==> src/rtl/noc_pkg.sv <==
// Shared NoC definitions: flit type encodings, port indices and arbiter FSM state.
package noc_pkg;

    localparam logic [2:0] HEADER  = 3'd1;
    localparam logic [2:0] PAYLOAD = 3'd2;
    localparam logic [2:0] TAIL    = 3'd3;

    localparam int unsigned NUM_PORTS = 5;

    localparam logic [2:0] PORT_N = 3'd0;
    localparam logic [2:0] PORT_E = 3'd1;
    localparam logic [2:0] PORT_W = 3'd2;
    localparam logic [2:0] PORT_S = 3'd3;
    localparam logic [2:0] PORT_L = 3'd4;

    typedef logic [0:0] state_t;
    localparam state_t ST_IDLE = 1'b0;
    localparam state_t ST_BUSY = 1'b1;

    function automatic logic [2:0] onehot_to_idx(input logic [4:0] oh);
        logic [2:0] idx;
        idx = '0;
        for (int unsigned i = 0; i < NUM_PORTS; i++) begin
            if (oh[i]) idx = 3'(i);
        end
        return idx;
    endfunction

endpackage

==> src/rtl/rr_arbiter.sv <==
// Five-way priority selector: search starts one past i_ptr and wraps; one-hot result.
module rr_arbiter
    import noc_pkg::*;
(
    input  logic [4:0] i_req,
    input  logic [2:0] i_ptr,
    output logic [4:0] o_grant
);

    logic        w_found;
    int unsigned w_idx;

    always_comb begin
        o_grant = '0;
        w_found = 1'b0;
        w_idx   = 0;
        for (int unsigned k = 1; k <= NUM_PORTS; k++) begin
            w_idx = (int'(i_ptr) + k) % NUM_PORTS;
            if (!w_found && i_req[w_idx]) begin
                o_grant[w_idx] = 1'b1;
                w_found        = 1'b1;
            end
        end
    end

endmodule

==> src/rtl/output_arbiter.sv <==
// Output-port packet arbiter with downstream credit tracking.
// Define OUTPUT_ARBITER_RR_EN for round-robin; otherwise fixed priority N>E>W>S>L.
module output_arbiter
    import noc_pkg::*;
#(
    parameter int unsigned CREDIT_DEPTH = 4
) (
    input  logic        clk,
    input  logic        rst,
    input  logic [4:0]  req,
    input  logic [14:0] flit_id,
    input  logic [4:0]  empty,
    input  logic        credit_in,
    output logic [4:0]  grant,
    output logic [4:0]  rd_en,
    output logic [2:0]  sel,
    output logic        valid_out,
    output logic [2:0]  credit_cnt
);

    localparam logic [2:0] LP_DEPTH = 3'(CREDIT_DEPTH);

    state_t     r_state;
    logic [4:0] r_grant;
    logic [2:0] r_sel;
    logic [2:0] r_credit;

    logic [4:0] w_cand;
    logic [4:0] w_win;
    logic [2:0] w_ptr;
    logic [2:0] w_head;
    logic       w_gempty;
    logic       w_xfer;

    always_comb begin
        w_cand = '0;
        for (int unsigned i = 0; i < NUM_PORTS; i++) begin
            w_cand[i] = req[i] & ~empty[i] & (flit_id[3*i +: 3] == HEADER);
        end
    end

`ifdef OUTPUT_ARBITER_RR_EN
    logic [2:0] r_ptr;

    always_ff @(posedge clk or negedge rst) begin
        if (!rst) begin
            r_ptr <= PORT_L;
        end else if (r_state == ST_IDLE && |w_cand) begin
            r_ptr <= onehot_to_idx(w_win);
        end
    end

    assign w_ptr = r_ptr;
`else
    // Pointer at L makes the search start at N, giving fixed N>E>W>S>L.
    assign w_ptr = PORT_L;
`endif

    rr_arbiter u_rr_arbiter (
        .i_req   (w_cand),
        .i_ptr   (w_ptr),
        .o_grant (w_win)
    );

    always_comb begin
        w_head   = '0;
        w_gempty = 1'b1;
        for (int unsigned i = 0; i < NUM_PORTS; i++) begin
            if (r_sel == 3'(i)) begin
                w_head   = flit_id[3*i +: 3];
                w_gempty = empty[i];
            end
        end
    end

    assign w_xfer = (r_state == ST_BUSY) & ~w_gempty & (r_credit != '0);

    always_ff @(posedge clk or negedge rst) begin
        if (!rst) begin
            r_state <= ST_IDLE;
            r_grant <= '0;
            r_sel   <= '0;
        end else begin
            case (r_state)
                ST_IDLE: begin
                    if (|w_cand) begin
                        r_grant <= w_win;
                        r_sel   <= onehot_to_idx(w_win);
                        r_state <= ST_BUSY;
                    end
                end
                default: begin
                    if (w_xfer && w_head == TAIL) begin
                        r_grant <= '0;
                        r_sel   <= '0;
                        r_state <= ST_IDLE;
                    end
                end
            endcase
        end
    end

    always_ff @(posedge clk or negedge rst) begin
        if (!rst) begin
            r_credit <= LP_DEPTH;
        end else begin
            case ({w_xfer, credit_in})
                2'b10:   r_credit <= r_credit - 3'd1;
                2'b01:   if (r_credit < LP_DEPTH) r_credit <= r_credit + 3'd1;
                default: r_credit <= r_credit;
            endcase
        end
    end

    assign grant      = r_grant;
    assign sel        = r_sel;
    assign credit_cnt = r_credit;
    assign valid_out  = w_xfer;
    assign rd_en      = w_xfer ? r_grant : '0;

endmodule
==> config.mk <==
export PLATFORM = sky130hd
export DESIGN_NAME = output_arbiter
export DESIGN_NICKNAME = d
export VERILOG_FILES = /design/src/rtl/noc_pkg.sv /design/src/rtl/rr_arbiter.sv /design/src/rtl/output_arbiter.sv
export SDC_FILE = /design/constraint.sdc
export NUM_CORES = 1
export LEC_CHECK = 0
export CORE_MARGIN = 2
export CORE_UTILIZATION = 36
export CTS_BUF_LIST = sky130_fd_sc_hd__clkbuf_2 sky130_fd_sc_hd__clkbuf_4 sky130_fd_sc_hd__clkbuf_8
export CTS_CLUSTER_SIZE = 12
export DETAILED_ROUTE_END_ITERATION = 16
export GPL_TIMING_DRIVEN = 0
export PLACE_DENSITY = 0.77
export SETUP_SLACK_MARGIN = 0.2
export SLEW_MARGIN = 40
export SYNTH_ARGS = -nofsm -noshare
export SYNTH_HDL_FRONTEND = slang
export SYNTH_SLANG_ARGS = --single-unit
==> constraint.sdc <==
create_clock -name clk -period 2.7 [get_ports clk]
set_clock_uncertainty 0.15 [all_clocks]
set_input_delay 0.27 -clock clk [delete_from_list [all_inputs] [get_ports clk]]
set_output_delay 0.27 -clock clk [all_outputs]
set_load 0.1 [all_outputs]
Word-level counts from Yosys, hierarchy flattened:

Index checks and enable logic that the tools add are counted.

* flip-flop bits (word level): 12
* latch bits: 0
* memory bits (writable): 0
* bits in read-only memories: 0
* output and inout port bits: 17
* word-level logic and storage cells: 90
* memories: 0

* add/sub/neg operators: 2
* multiply operators: 0
* div/mod/pow operators: 0
* magnitude comparators: 1
* equal/unequal tests: 14
* shifts and indexed selects: 0
* multiplexer cells: 35
* bitwise gates (word level): 18
* reductions and logical operators: 16

Operator list (count)
* 2-to-1 mux 3 bit: 13
* 2-to-1 mux 5 bit: 5
* == test 3 x 1 -> 1 bit (second input constant): 6
* 2-to-1 mux 1 bit: 14
* bitwise AND 1 bit: 12
* == test 3 x 2 -> 1 bit (second input constant): 3
* inverter 1 bit: 6
* case mux 3 bit (2 select lines): 1
* logical AND 1 bit: 5
* OR reduction 5 bit: 1
* zero test 1 bit: 4
* 2-to-1 mux 4 bit: 1
* AND reduction 2 bit: 2
* nonzero test 2 bit: 2
* adder 3 x 1 -> 3 bit (second input constant): 1
* == test 3 bit (second input constant): 1
* zero test 3 bit: 1
* less-than comparator 3 bit (second input constant): 1
* nonzero test 3 bit: 1
* subtractor 3 x 1 -> 3 bit (second input constant): 1
* == test 2 x 1 -> 1 bit (second input constant): 1
* == test 2 bit (second input constant): 1
* 2-to-1 mux 2 bit: 1
* inequality test 2 x 1 -> 1 bit (second input constant): 1
* inequality test 2 bit (second input constant): 1

Logic depth before layout (Yosys ltp):

* word-level depth: 22
* gate-level depth with buffers: 10
* gate-level depth less buffers: 8

Hierarchy:

From an unflattened synthesis, not the netlist that was laid out.

* cell total of the unflattened synthesis: 418
* area total of the unflattened synthesis: 3194.3 sq um

Modules (own cells, without submodules)
* rr_arbiter: instances 1, cells an instance 311, area an instance 2333.5 sq um, seq. area each 0.0 sq um
* output_arbiter: instances 1, cells an instance 107, area an instance 860.8 sq um, seq. area each 276.5 sq um

Least setup slack after synthesis:

OpenSTA, ideal clock, no wires.

* kind: flip-flop to output port
* start point: register r_sel[1] (netlist: sel[1])
* end point: output rd_en[2]
* arrival: 3.351 ns
* data required time: 2.280 ns
* path slack: -1.071 ns
* stages on the path, launching flop included: 8
* path buffers: 2
* cells stage by stage: dfrtp_1 -> buf_6 -> nor2b_1 -> a2111oi_2 -> o311ai_2 -> buf_4 -> inv_1 -> and2_1

* word-level cells in the longest chain between the ends: 10
* elaborated cells between the ends (all ways): 14
* classes of those cells: eq/ne: 4; mux: 6; bitwise: 3; reduce/logical: 1

Ends and longest elaborated chain
* start, declared: RTL line output_arbiter.sv:25 `logic [2:0] r_sel;`
* start signal, assigned: RTL line output_arbiter.sv:88 `r_sel <= onehot_to_idx(w_win);`
* zero test 3 bit: RTL line output_arbiter.sv:69 `if (r_sel == 3'(i)) begin`
* 2-to-1 mux 1 bit (4 in a row): RTL line output_arbiter.sv:69
* 2-to-1 mux 1 bit (*): RTL line output_arbiter.sv:69
* inverter 1 bit (*): RTL line output_arbiter.sv:76 `assign w_xfer = (r_state == ST_BUSY) & ~w_gempty & (r_credit != '0);`
* bitwise AND 1 bit (*) (2 in a row): RTL line output_arbiter.sv:76
* via valid_out: RTL line output_arbiter.sv:17 `output logic valid_out,`
* 2-to-1 mux 5 bit (*): RTL line output_arbiter.sv:119 `assign rd_en = w_xfer ? r_grant : '0;`
* end, declared: RTL line output_arbiter.sv:15 `output logic [4:0] rd_en,`

Mark *: on every way through the listed nets, which the timed path passes. The rest lies on a longest branch.

Final worst setup path:

* start point: register r_sel[1] (netlist: sel[1])
* end point: output rd_en[4]

* word-level cells in the longest chain between the ends: 10
* elaborated cells between the ends (all ways): 14
* classes of those cells: eq/ne: 4; mux: 6; bitwise: 3; reduce/logical: 1

Ends and longest elaborated chain (RTL line)
* zero test 3 bit: output_arbiter.sv:69
* 2-to-1 mux 1 bit (4 in a row): output_arbiter.sv:69
* 2-to-1 mux 1 bit (*): output_arbiter.sv:69
* inverter 1 bit (*): output_arbiter.sv:76
* bitwise AND 1 bit (*) (2 in a row): output_arbiter.sv:76
* 2-to-1 mux 5 bit (*): output_arbiter.sv:119

Every way passes the cells marked *; elsewhere a longest branch is shown, timed or not.

==> impl_metrics.ini <==
[global_routing]
grt_max_degree = 12
gr-usage-all-layers_pct = 20.8
first_global_vias = 1013
gr-total-overflow = 0
grt_first_pass_wirelength_microns = 4200
antenna_found_initial = 0

[synthesis]
synth_ff_type = dfrtp_1
async_flop_share_pct = 100
synth_area_sq_um = 862
synth.net_count = 128
ys_ff_latch = 11
avgSynthCellArea_sq_um = 8.71
synth_cells = 99
synth.distinct_cells = 42
ys_seq_area_share_pct = 32.1
synth-edff-count = 0
yosys_warnings = 0

[sta]
setup_violations = 0
rsz0062_at_grt = true
slew_violations = 0
hold_viol_final = 0
worstMarginPinSlew_ps = 525
post-route-min-period_ps = 2480
worst_slack_ps = 216
tns_ps = 0
slew_headroom_pct = 64.5
timing.hold.ws_ps = 179
period_share_pct = 92.0
max_clock_freq_mhz = 403

[routing]
via_per_inst = 5.46
drcViolationCount = 0
wl_per_cell_microns = 14.3
vias = 993
antenna_left = 0
routed_wl_microns = 2600
drtPass1Iterations = 4
drt_iter0_drc = 21

[critical_path]
worst-setup-path-type = register to output pin
arrival_ps = 2060
reg2reg_slack_ps = 240
crit_start = sel[1]$_DFFE_PN0P_
cp_max_fo = 7
reg2reg_from = sel[1]$_DFFE_PN0P_
r2r-end = credit_cnt[2]$_DFFE_PN1P_
endpoint = rd_en[4]
ff2ff_path_depth = 9
critPathLaunchType = register
cp_data_required_time_ps = 2280
crit_path_end_kind = output pin

[finish]
n_antenna_cell = 0
drive_above_1_share_pct = 35.7
nets = 184
area_delta_synth_final_pct = 75.8
nFillCells = 191

[floorplan]
die-area_sq_um = 2800
io_pins = 45
fp.dieH_microns = 52.9
rows = 17
fp.coreArea_sq_um = 2230
initial_core_util_pct = 38.6
fp.dieW_microns = 52.9

[placement]
io_buffers = 44
dpl.hpwl_microns = 1990
dp_slack_ps = -190
gp_congestion = 0.789

[cts]
cts_made_buffers = 3
clkTransAtPathRegs_ps = 70
cts_tree = done
clk_latency_ps = 270
cts-root-buf = clkbuf_4
ctsLongestPathBuffers = 2
cts_sinks = 11
h-tree-depth = 1

[hold_path]
hold_path.class = primary input to async pin

[job]
cap_violations = 0

[status]
outcome = completed
-- routing by layer --
metal,vias up,track usage [%],share of wire [%]
li1,479,-,-
met1,457,22.8,38
met2,50,39.8,53
met3,7,1.98,6.8
met4,0,8.97,2.4
met5,-,0,0
-- registers in the layout, summed over array words and instances, names as in the netlist --
register and flops:
credit_cnt 3, sel 2, grant 5, r_state 1
-- layout make-up --
class	instances	area [sq um]	share of cell area, %
Sequential cell	11	290	19.2
Buffer	5	38.8	2.56
Timing Repair Buffer	51	485	32.0
Inverter	6	26.3	1.73
Clock buffer	4	30.0	1.98
Tap cell	28	35.0	2.31
Multi-Input combinational cell	77	609	40.2
-- worst min path at each step --
| stage | from | slack, ps | endpoint |
|---|---|---|---|
| floorplan | rst | -180 | credit_cnt[0]$_DFFE_PN0P_ |
| detailed placement | credit_cnt[0]$_DFFE_PN0P_ | 380 | credit_cnt[0]$_DFFE_PN0P_ |
| global placement | credit_cnt[0]$_DFFE_PN0P_ | 360 | credit_cnt[0]$_DFFE_PN0P_ |
| CTS | rst | 200 | sel[1]$_DFFE_PN0P_ |
| global route | rst | 230 | grant[3]$_DFFE_PN0P_ |
| finish | rst | 180 | grant[3]$_DFFE_PN0P_ |
-- Yosys cell counts, types with 2 or more instances --
master    count  area [sq um]
or3_1         2          12.5
nand2_1       5          18.8
inv_1         6          22.5
buf_4         2          15.0
nand2b_1      2          12.5
and4b_1       4          40.0
o21ai_0       8          40.0
nand4b_1      2          17.5
mux2i_1       2          20.0
o22ai_1       2          12.5
and3_1        3          18.8
and2_1        3          18.8
nand3_1       5          25.0
nor2b_1       4          25.0
nor2_1       13          48.8
dfrtp_1      10           250
-- critical path, stage by stage (launching register included) --
cell,delay (ps)
dfrtp_4,480
buf_6,150
a2111oi_4,380
o311ai_4,150
buf_6,160
buf_4,140
nor2_2,130
buf_12,190
-- cells in the final DEF (no fill, tap or decap), types with 2 or more instances in the layout --
master and instances:
nand2_1 4, dfrtp_1 5, nor2b_1 2, buf_12 5, nand4b_1 2, clkdlybuf4s50_1 27, dfrtp_4 3, o22ai_1 2
nand2b_1 2, nor2_2 2, or3_1 2, nor2_1 10, buf_4 9, mux2i_1 2, and2_4 2, o21ai_0 8
and3_1 2, dfrtp_2 2, nor2_4 2, and4b_1 4, clkbuf_4 4, buf_6 2, inv_1 5, buf_2 11
nand3_1 5
-- metrics by stage --
step | cell area (sq um) | utilization (%) | cells
floorplan | 895 | - | 99
global placement | 1370 | 61.3 | 171
detailed placement | 1280 | 57.5 | 171
CTS | 1460 | 65.4 | 182
global route | 1520 | 67.8 | 182
finish | 1520 | 67.8 | 182
-- kinds of logic after synthesis --
group / synth area share, %
simple gates: 35.4
compound gates: 18.9
buf+inv: 6.67
flops: 32.1
mux: 3.63
xor+xnor: 1.02
fa+ha+maj: 2.32
-- timing repair --
item                                    CTS  global route
hold buffers                              0             0
buffers inserted                          7             0
gates resized for setup                  22            12
gates cloned                              0             0
pin swaps                                 3             3
endpoints found under the setup margin    8             8
Power is left out: the tool's default activity adds up to more than one toggle a clock period on the data nets, which glitch-free logic cannot reach.
